--- config.mk ---
export PLATFORM = sky130hd
export DESIGN_NAME = gate_exerciser
export DESIGN_NICKNAME = d
export VERILOG_FILES = /design/src/rtl/gate_pkg.sv /design/src/rtl/gate_exerciser_sync.sv /design/src/rtl/gate_exerciser.sv
export SDC_FILE = /design/constraint.sdc
export NUM_CORES = 1
export LEC_CHECK = 0
export ABC_AREA = 1
export CAP_MARGIN = 15
export CELL_PAD_IN_SITES_DETAIL_PLACEMENT = 0
export CELL_PAD_IN_SITES_GLOBAL_PLACEMENT = 1
export CORE_MARGIN = 5
export CORE_UTILIZATION = 41
export DETAILED_ROUTE_END_ITERATION = 8
export PLACE_DENSITY = 0.92
export SLEW_MARGIN = 20
export SYNTH_ARGS = -nofsm -noshare
export SYNTH_HDL_FRONTEND = slang
export SYNTH_SLANG_ARGS = --single-unit
--- constraint.sdc ---
create_clock -name clk -period 2.9 [get_ports clk]
set_input_delay 0.29 -clock clk [delete_from_list [all_inputs] [get_ports clk]]
set_output_delay 0.29 -clock clk [all_outputs]
set_load 0.02 [all_outputs]
--- src/rtl/gate_pkg.sv ---
// gate_pkg: function-select codes, FSM encoding and the expected-output helper shared by gate_exerciser.
package gate_pkg;
  localparam logic [1:0] FUNC_OR  = 2'd0;
  localparam logic [1:0] FUNC_AND = 2'd1;
  localparam logic [1:0] FUNC_XOR = 2'd2;
  localparam logic [1:0] FUNC_NOR = 2'd3;
  typedef enum logic [1:0] {IDLE = 2'd0, SETTLE = 2'd1, SAMPLE = 2'd2, DONE = 2'd3} state_e;
  function automatic logic gate_expect(input logic [1:0] func, input logic a, input logic b);
    return func == FUNC_OR  ? a | b :
           func == FUNC_AND ? a & b :
           func == FUNC_XOR ? a ^ b : ~(a | b);
  endfunction
endpackage

--- src/rtl/gate_exerciser_sync.sv ---
// sync_bit: STAGES-deep flop chain bringing an asynchronous bit into the clk domain.
module sync_bit #(
  parameter int STAGES = 2
) (
  input  logic clk,
  input  logic rst_n,
  input  logic d_i,
  output logic q_o
);
  logic [STAGES-1:0] sync_q;
  always_ff @(posedge clk)
    sync_q <= !rst_n ? '0 : {sync_q[STAGES-2:0], d_i};
  assign q_o = sync_q[STAGES-1];
endmodule

--- src/rtl/gate_exerciser.sv ---
// gate_exerciser: walks a two-input gate through its truth table and reports per-vector mismatches.
// Define ERR_COUNT_EN to add a saturating lifetime mismatch counter on err_cnt.
module gate_exerciser
  import gate_pkg::*;
#(
  parameter int SETTLE_CYCLES = 4,
  parameter int SYNC_STAGES   = 2
) (
  input  logic       clk,
  input  logic       rst_n,
  input  logic       start,
  input  logic [1:0] func_sel,
  output logic       drv_a,
  output logic       drv_b,
  input  logic       gate_c,
  output logic       busy,
  output logic       done,
  output logic       pass,
  output logic [3:0] fail_vec
`ifdef ERR_COUNT_EN
  ,
  output logic [7:0] err_cnt
`endif
);
  state_e     state_q;
  logic [1:0] idx_q;
  logic [1:0] func_q;
  logic [7:0] cnt_q;
  logic       c_s;
  logic       miss;
  sync_bit #(.STAGES(SYNC_STAGES)) u_sync (
    .clk  (clk),
    .rst_n(rst_n),
    .d_i  (gate_c),
    .q_o  (c_s)
  );
  assign miss = c_s != gate_expect(func_q, idx_q[1], idx_q[0]);
  always_ff @(posedge clk) begin
    if (!rst_n) begin
      state_q  <= IDLE;
      idx_q    <= '0;
      func_q   <= '0;
      cnt_q    <= '0;
      drv_a    <= 1'b0;
      drv_b    <= 1'b0;
      busy     <= 1'b0;
      done     <= 1'b0;
      pass     <= 1'b0;
      fail_vec <= '0;
    end else begin
      done <= 1'b0;
      case (state_q)
        IDLE: if (start) begin
          state_q        <= SETTLE;
          idx_q          <= '0;
          cnt_q          <= '0;
          fail_vec       <= '0;
          pass           <= 1'b0;
          func_q         <= func_sel;
          {drv_a, drv_b} <= 2'b00;
          busy           <= 1'b1;
        end
        SETTLE: begin
          cnt_q <= cnt_q + 8'd1;
          if (cnt_q == 8'(SETTLE_CYCLES - 1)) state_q <= SAMPLE;
        end
        SAMPLE: begin
          fail_vec[idx_q] <= miss;
          if (idx_q == 2'd3) begin
            // pass must see this final vector's result, which is not in fail_vec yet
            state_q        <= DONE;
            done           <= 1'b1;
            pass           <= ~(|fail_vec[2:0] | miss);
            busy           <= 1'b0;
            {drv_a, drv_b} <= 2'b00;
          end else begin
            state_q        <= SETTLE;
            idx_q          <= idx_q + 2'd1;
            {drv_a, drv_b} <= idx_q + 2'd1;
            cnt_q          <= '0;
          end
        end
        DONE: state_q <= IDLE;
      endcase
    end
  end
`ifdef ERR_COUNT_EN
  always_ff @(posedge clk)
    if (!rst_n) err_cnt <= '0;
    else if (state_q == SAMPLE && miss && err_cnt != 8'hFF) err_cnt <= err_cnt + 8'd1;
`endif
endmodule

==> Yosys cells after proc, flatten, opt, wreduce, memory -nomap -nowiden <==
Index checks and enable logic that the tools add are counted.
{ "word_totals": {"reg_bits": 25, "input_bits": 6, "word_cells": 75} }
{ "op_classes": {"n_reduce_logical": 13, "magnitude_cmp": 2, "mux": 29, "add_sub_neg": 2, "n_eq_ne": 12, "bitwise": 6} }
{ "op_table": {"columns": ["op", "count"], "rows": [
  ["8-bit case mux with 3 select lines", 1],
  ["8-bit 2-to-1 mux", 2],
  ["1-bit 2-to-1 mux", 11],
  ["2-bit 2-to-1 mux", 5],
  ["3-bit AND reduction", 3],
  ["8-bit by 1-bit adder with 8-bit output (second input constant)", 1],
  ["2-bit equality test (second input constant)", 4],
  ["8-bit by 2-bit equality test with 1-bit output (second input constant)", 1],
  ["2-bit inequality test (second input constant)", 4],
  ["1-bit case mux with 2 select lines", 4],
  ["2-bit case mux with 4 select lines", 1],
  ["4-bit case mux with 2 select lines", 1],
  ["2-bit AND reduction", 4],
  ["4-bit bitwise mux", 1],
  ["2-bit by 1-bit equality test with 1-bit output (second input constant)", 2],
  ["2-bit zero test", 2],
  ["4-bit 2-to-1 mux", 1],
  ["2-bit case mux with 2 select lines", 1],
  ["2-bit by 3-bit < comparator with 1-bit output (second input constant)", 1],
  ["3-bit nonzero test", 1],
  ["3-bit OR reduction", 1],
  ["2-bit by 1-bit adder with 2-bit output (second input constant)", 1],
  ["1-bit demux with 2-bit select", 1],
  ["2-bit by 1-bit >= comparator with 1-bit output (second input constant)", 1],
  ["7 further kinds", 9]
]} }

==> Longest topological paths before layout <==
{ "depth": {"depth_word": 10, "mapped_depth": 10, "mapped_depth_nobuf": 10} }

==> Modules after synthesis <==
Synthesis repeated with hierarchy kept, for this count alone.
{ "hier_totals": {"cells_unflattened": 177, "hier_area_um2": 1208.7} }
{ "by_module_without_submodules": {"columns": ["mod", "cells_per_inst", "seq_area_each_um2", "n_inst", "area_each_um2"], "rows": [
  ["gate_exerciser", 171, 460.4, 1, 1153.6],
  ["sync_bit", 6, 40.0, 1, 55.1]
]} }

==> Worst setup path after synthesis <==
Ideal clock, no wire load.
{ "synth_path": {"kind": "register to register", "from": "register idx_q[0]", "to": "register fail_vec[0]", "stages_incl_launch_ff": 9, "path_buffers": 0, "t_required_ns": 2.790, "arrival_time_ns": 1.186, "path_slack_ns": 1.604, "synth_period_minus_slack_ns": 1.296, "path_cell_list": "dfxtp_1 > inv_1 > ha_1 > nand2_1 > nand3_1 > nand3_1 > nand3_1 > nand3_1 > inv_1"} }
{ "synth_via": {"elab_chain_len": 8, "elab_cells_between_ends": 15, "cone_classes": "order compare: 2; eq/ne: 1; mux: 7; bitwise: 4; reduce/logical: 1"} }
{ "synth_rtl": {"columns": ["element", "line", "rtl"], "rows": [
  ["start: declaration", "gate_exerciser.sv:26", "logic [1:0] idx_q;"],
  ["start signal: assignment", "gate_exerciser.sv:78", "idx_q <= idx_q + 2'd1;"],
  ["branches (longest 6 deep; another with 2-bit by 3-bit < comparator with 1-bit output)", null, null],
  ["4-bit bitwise mux (*)", "gate_exerciser.sv:68", "fail_vec[idx_q] <= miss;"],
  ["4-bit case mux with 2 select lines (*)", "gate_exerciser.sv:52", "case (state_q)"],
  ["end signal: indexed assignment", "gate_exerciser.sv:68", null],
  ["end: declaration", "gate_exerciser.sv:19", "output logic [3:0] fail_vec"]
]} }
Every way passes the cells marked *.
A chain may end at the register's enable or synchronous reset.

==> Worst setup path after layout <==
{ "layout_path": {"from": "register fail_vec[1]", "to": "output port fail_vec[1]"} }
No word-level cell between the ends.

==> flow_summary.toml <==
[yosys]
synth_area_leaders = "dfxtp_1 (41%), nand2_1 (12%), inv_1 (9.9%), nand3_1 (9.1%), a21oi_1 (7.0%)"
synth_top_cell_by_area = "dfxtp_1"
seq_area_frac_synth_pct = 41.45
syn_area_um2 = 1207
syn_nets = 187
yosysTopAreaCellShare_pct = 41.45
ys_ff_latch = 25
ys_types = 17
yosysWarnings = 0
syn_inst = 176
synth.avg_cell_area_um2 = 6.860

[route]
drt-total-wl_mm = 2.530
drt_iter0_markers = 32
ant_nets = 0
avgViaCountPerCell = 4.933
drt-pass1-iter-count = 6
wl_per_cell_um = 11.35
vias = 1100
drc = 0

[setup_path]
critPathTopFamily = "buffers and inverters"
cp-start-kind = "flip-flop"
crit_path_end_kind = "output port"
cp.required_ns = 2.61
critical_path.cell_chain = "clkdlybuf4s50_1"
rrSetupSlack_ns = 1.40
r2r_start = "idx_q[0]$_SDFFE_PN0P_"
rr_worst_depth = 8
arrival_ns = 1.30
crit_buf_inv = 1
crit_fanout = 3
cp_slowest_cell = "clkdlybuf4s50_1"
worstReg2RegEnd = "fail_vec[0]$_SDFFE_PN0P_"
slowest_delay_ns = 0.61
path_class = "reg -> out"

[die]
die_h_um = 64.27
rows = 19
num_io_pins = 15
initial_utilization_pct = 43.41
die_area_um2 = 4130
dieWidth_um = 64.27
core_area_um2 = 2781

[placement]
dp.cells = 219
place.gp.congestion = 0.8011
dp_hpwl_mm = 1.910
port_buffers = 14
pre_cts_ws_ns = 1.000

[min_path]
min_delay_path_depth = 2
min_from = "u_sync.sync_q[0]$_SDFF_PN0_"
holdPathEnd = "u_sync.sync_q[1]$_SDFF_PN0_"
hold_class = "reg -> reg"

[clock_network]
clock_latency_ns = 0.31
hold_buffers = 0
cts_buffer_depth = 2
cts_tree = "done"
cts-root-buf = "clkbuf_4"
cts_setup_buffers = 0
cts_inserted_buffers = 3
clock_sinks = 25
htreeDepth = 1
clk_pin_slew_ns = 0.13
postCtsResizedCells = 0

[grt]
grt_pass1_vias = 946
grt_max_degree = 14
grt_overflow = 0
grt_pass1_wl_mm = 4.215
grt_usage_pct = 12.53
antenna_found_initial = 0

[layout]
syn2layout_area_growth_pct = 16.37
multi_input_area_um2 = 579.3
num_antenna_cells = 0
fill_cells = 280
final_nets = 204
drive_gt1_share_pct = 3.646
final_cells = 223
seqCellArea_um2 = 500.5
postLayoutCoreUtil_pct = 50.52

[sta]
finClkSkew_ns = 0.001521
fin_crit_ns = 1.593
worst_slack_ns = 1.307
tns_ns = 0
max-slew-margin-rel_pct = 72.47
rsz0062_at_grt = "no"
drv_slew = 0
worst_pin_slew_ns = 0.4125
holdWs_ns = 0.4303
min_period_over_period_pct = 54.92
maxClockFrequency_mhz = 627.8
setup_viol = 0
final_hold_viol_count = 0

[power]
vdd_ir_drop_max_uv = 283.3
leakage_nw = 0.6192
power_density_nw_per_um2 = 463.4

[status]
status = "finished clean"

[flow_run]
drv_cap = 0
layout make-up:
| type | count | area share [%] |
|---|---|---|
| Clock buffer | 4 | 1.870 |
| Tap cell | 31 | 2.760 |
| Timing Repair Buffer | 14 | 9.973 |
| Inverter | 32 | 8.549 |
| Sequential cell | 25 | 35.62 |
| Multi-Input combinational cell | 117 | 41.23 |
cells in the final DEF (no fill, tap or decap):
cell and count:
nand3_1 22, clkbuf_4 3, nor3_1 1, nand2_4 1, nor2_1 11, nand4_1 2
and3_1 1, inv_1 32, dfxtp_1 25, ha_1 5, xor2_1 1, nand2_1 40
o21ai_0 11, o21ai_1 1, clkbuf_1 1, nor2_2 3, a21oi_1 17, clkdlybuf4s50_1 14
nand3b_1 1
routing by layer:
layer  GRT usage [%]  vias to the layer above  routed length (um)
met3           3.152                        2                 114
li1                -                      592                   -
met5               0                        -                   0
met2           18.03                       20                1062
met1           18.20                      486                1334
met4           3.817                        0                  18
flip-flops by register name, summed over array words and instances, names as in the netlist:
register	cells
drv_b	1
busy	1
pass	1
func_q	2
fail_vec	4
cnt_q	8
idx_q	2
u_sync.sync_q	2
drv_a	1
done	1
state_q	2
synth_stat cells:
cell type and instances:
a21oi_1 17, inv_1 32, nand3b_1 1, nand3_1 22
xor2_1 1, nand2_4 1, nand2_1 40, nor2_2 3
and3_1 1, o21ai_0 11, nor3_1 1, dfxtp_1 25
nor2_1 11, ha_1 5, clkbuf_1 2, nand4_1 2
o21ai_1 1
cells by family (layout without fill, tap and decap cells):
| logic type | count (synthesis) | count (layout) | synth area share (%) |
|---|---|---|---|
| AOI/OAI and AO/OA | 29 | 29 | 12.02 |
| adders and majority gates | 5 | 5 | 5.181 |
| buffers and inverters | 34 | 50 | 10.57 |
| xor gates and xnor gates | 1 | 1 | 0.7255 |
| DFF | 25 | 25 | 41.45 |
| and+or+nand+nor | 82 | 82 | 30.05 |
through the flow:
step                      total power, mW  area (um^2)
after floorplan                    0.4663         1207
after global placement             0.5035         1379
after detailed placement           0.5052         1379
after CTS                          0.6550         1405
after global routing               0.6930         1405
final                              0.6511         1405
power breakdown:
part           total [mW]  internal (mW)  switching (mW)
Clock               0.152         0.0537          0.0986
Combinational       0.123         0.0432          0.0801
Sequential          0.376          0.361          0.0148
Total               0.651          0.458           0.193
worst max-delay path by stage:
stage                        startpoint  cells after the start                        to
3_5_place_dp                      rst_n                      5     cnt_q[6]$_SDFFE_PN0P_
6_report       fail_vec[1]$_SDFFE_PN0P_                      1               fail_vec[1]
2_1_floorplan     idx_q[0]$_SDFFE_PN0P_                      8  fail_vec[0]$_SDFFE_PN0P_
4_1_cts        fail_vec[2]$_SDFFE_PN0P_                      1               fail_vec[2]
3_3_place_gp                      rst_n                      5     cnt_q[6]$_SDFFE_PN0P_
5_1_grt                           rst_n                      5     cnt_q[6]$_SDFFE_PN0P_
No activity file was read; power rests on OpenSTA's default activity.
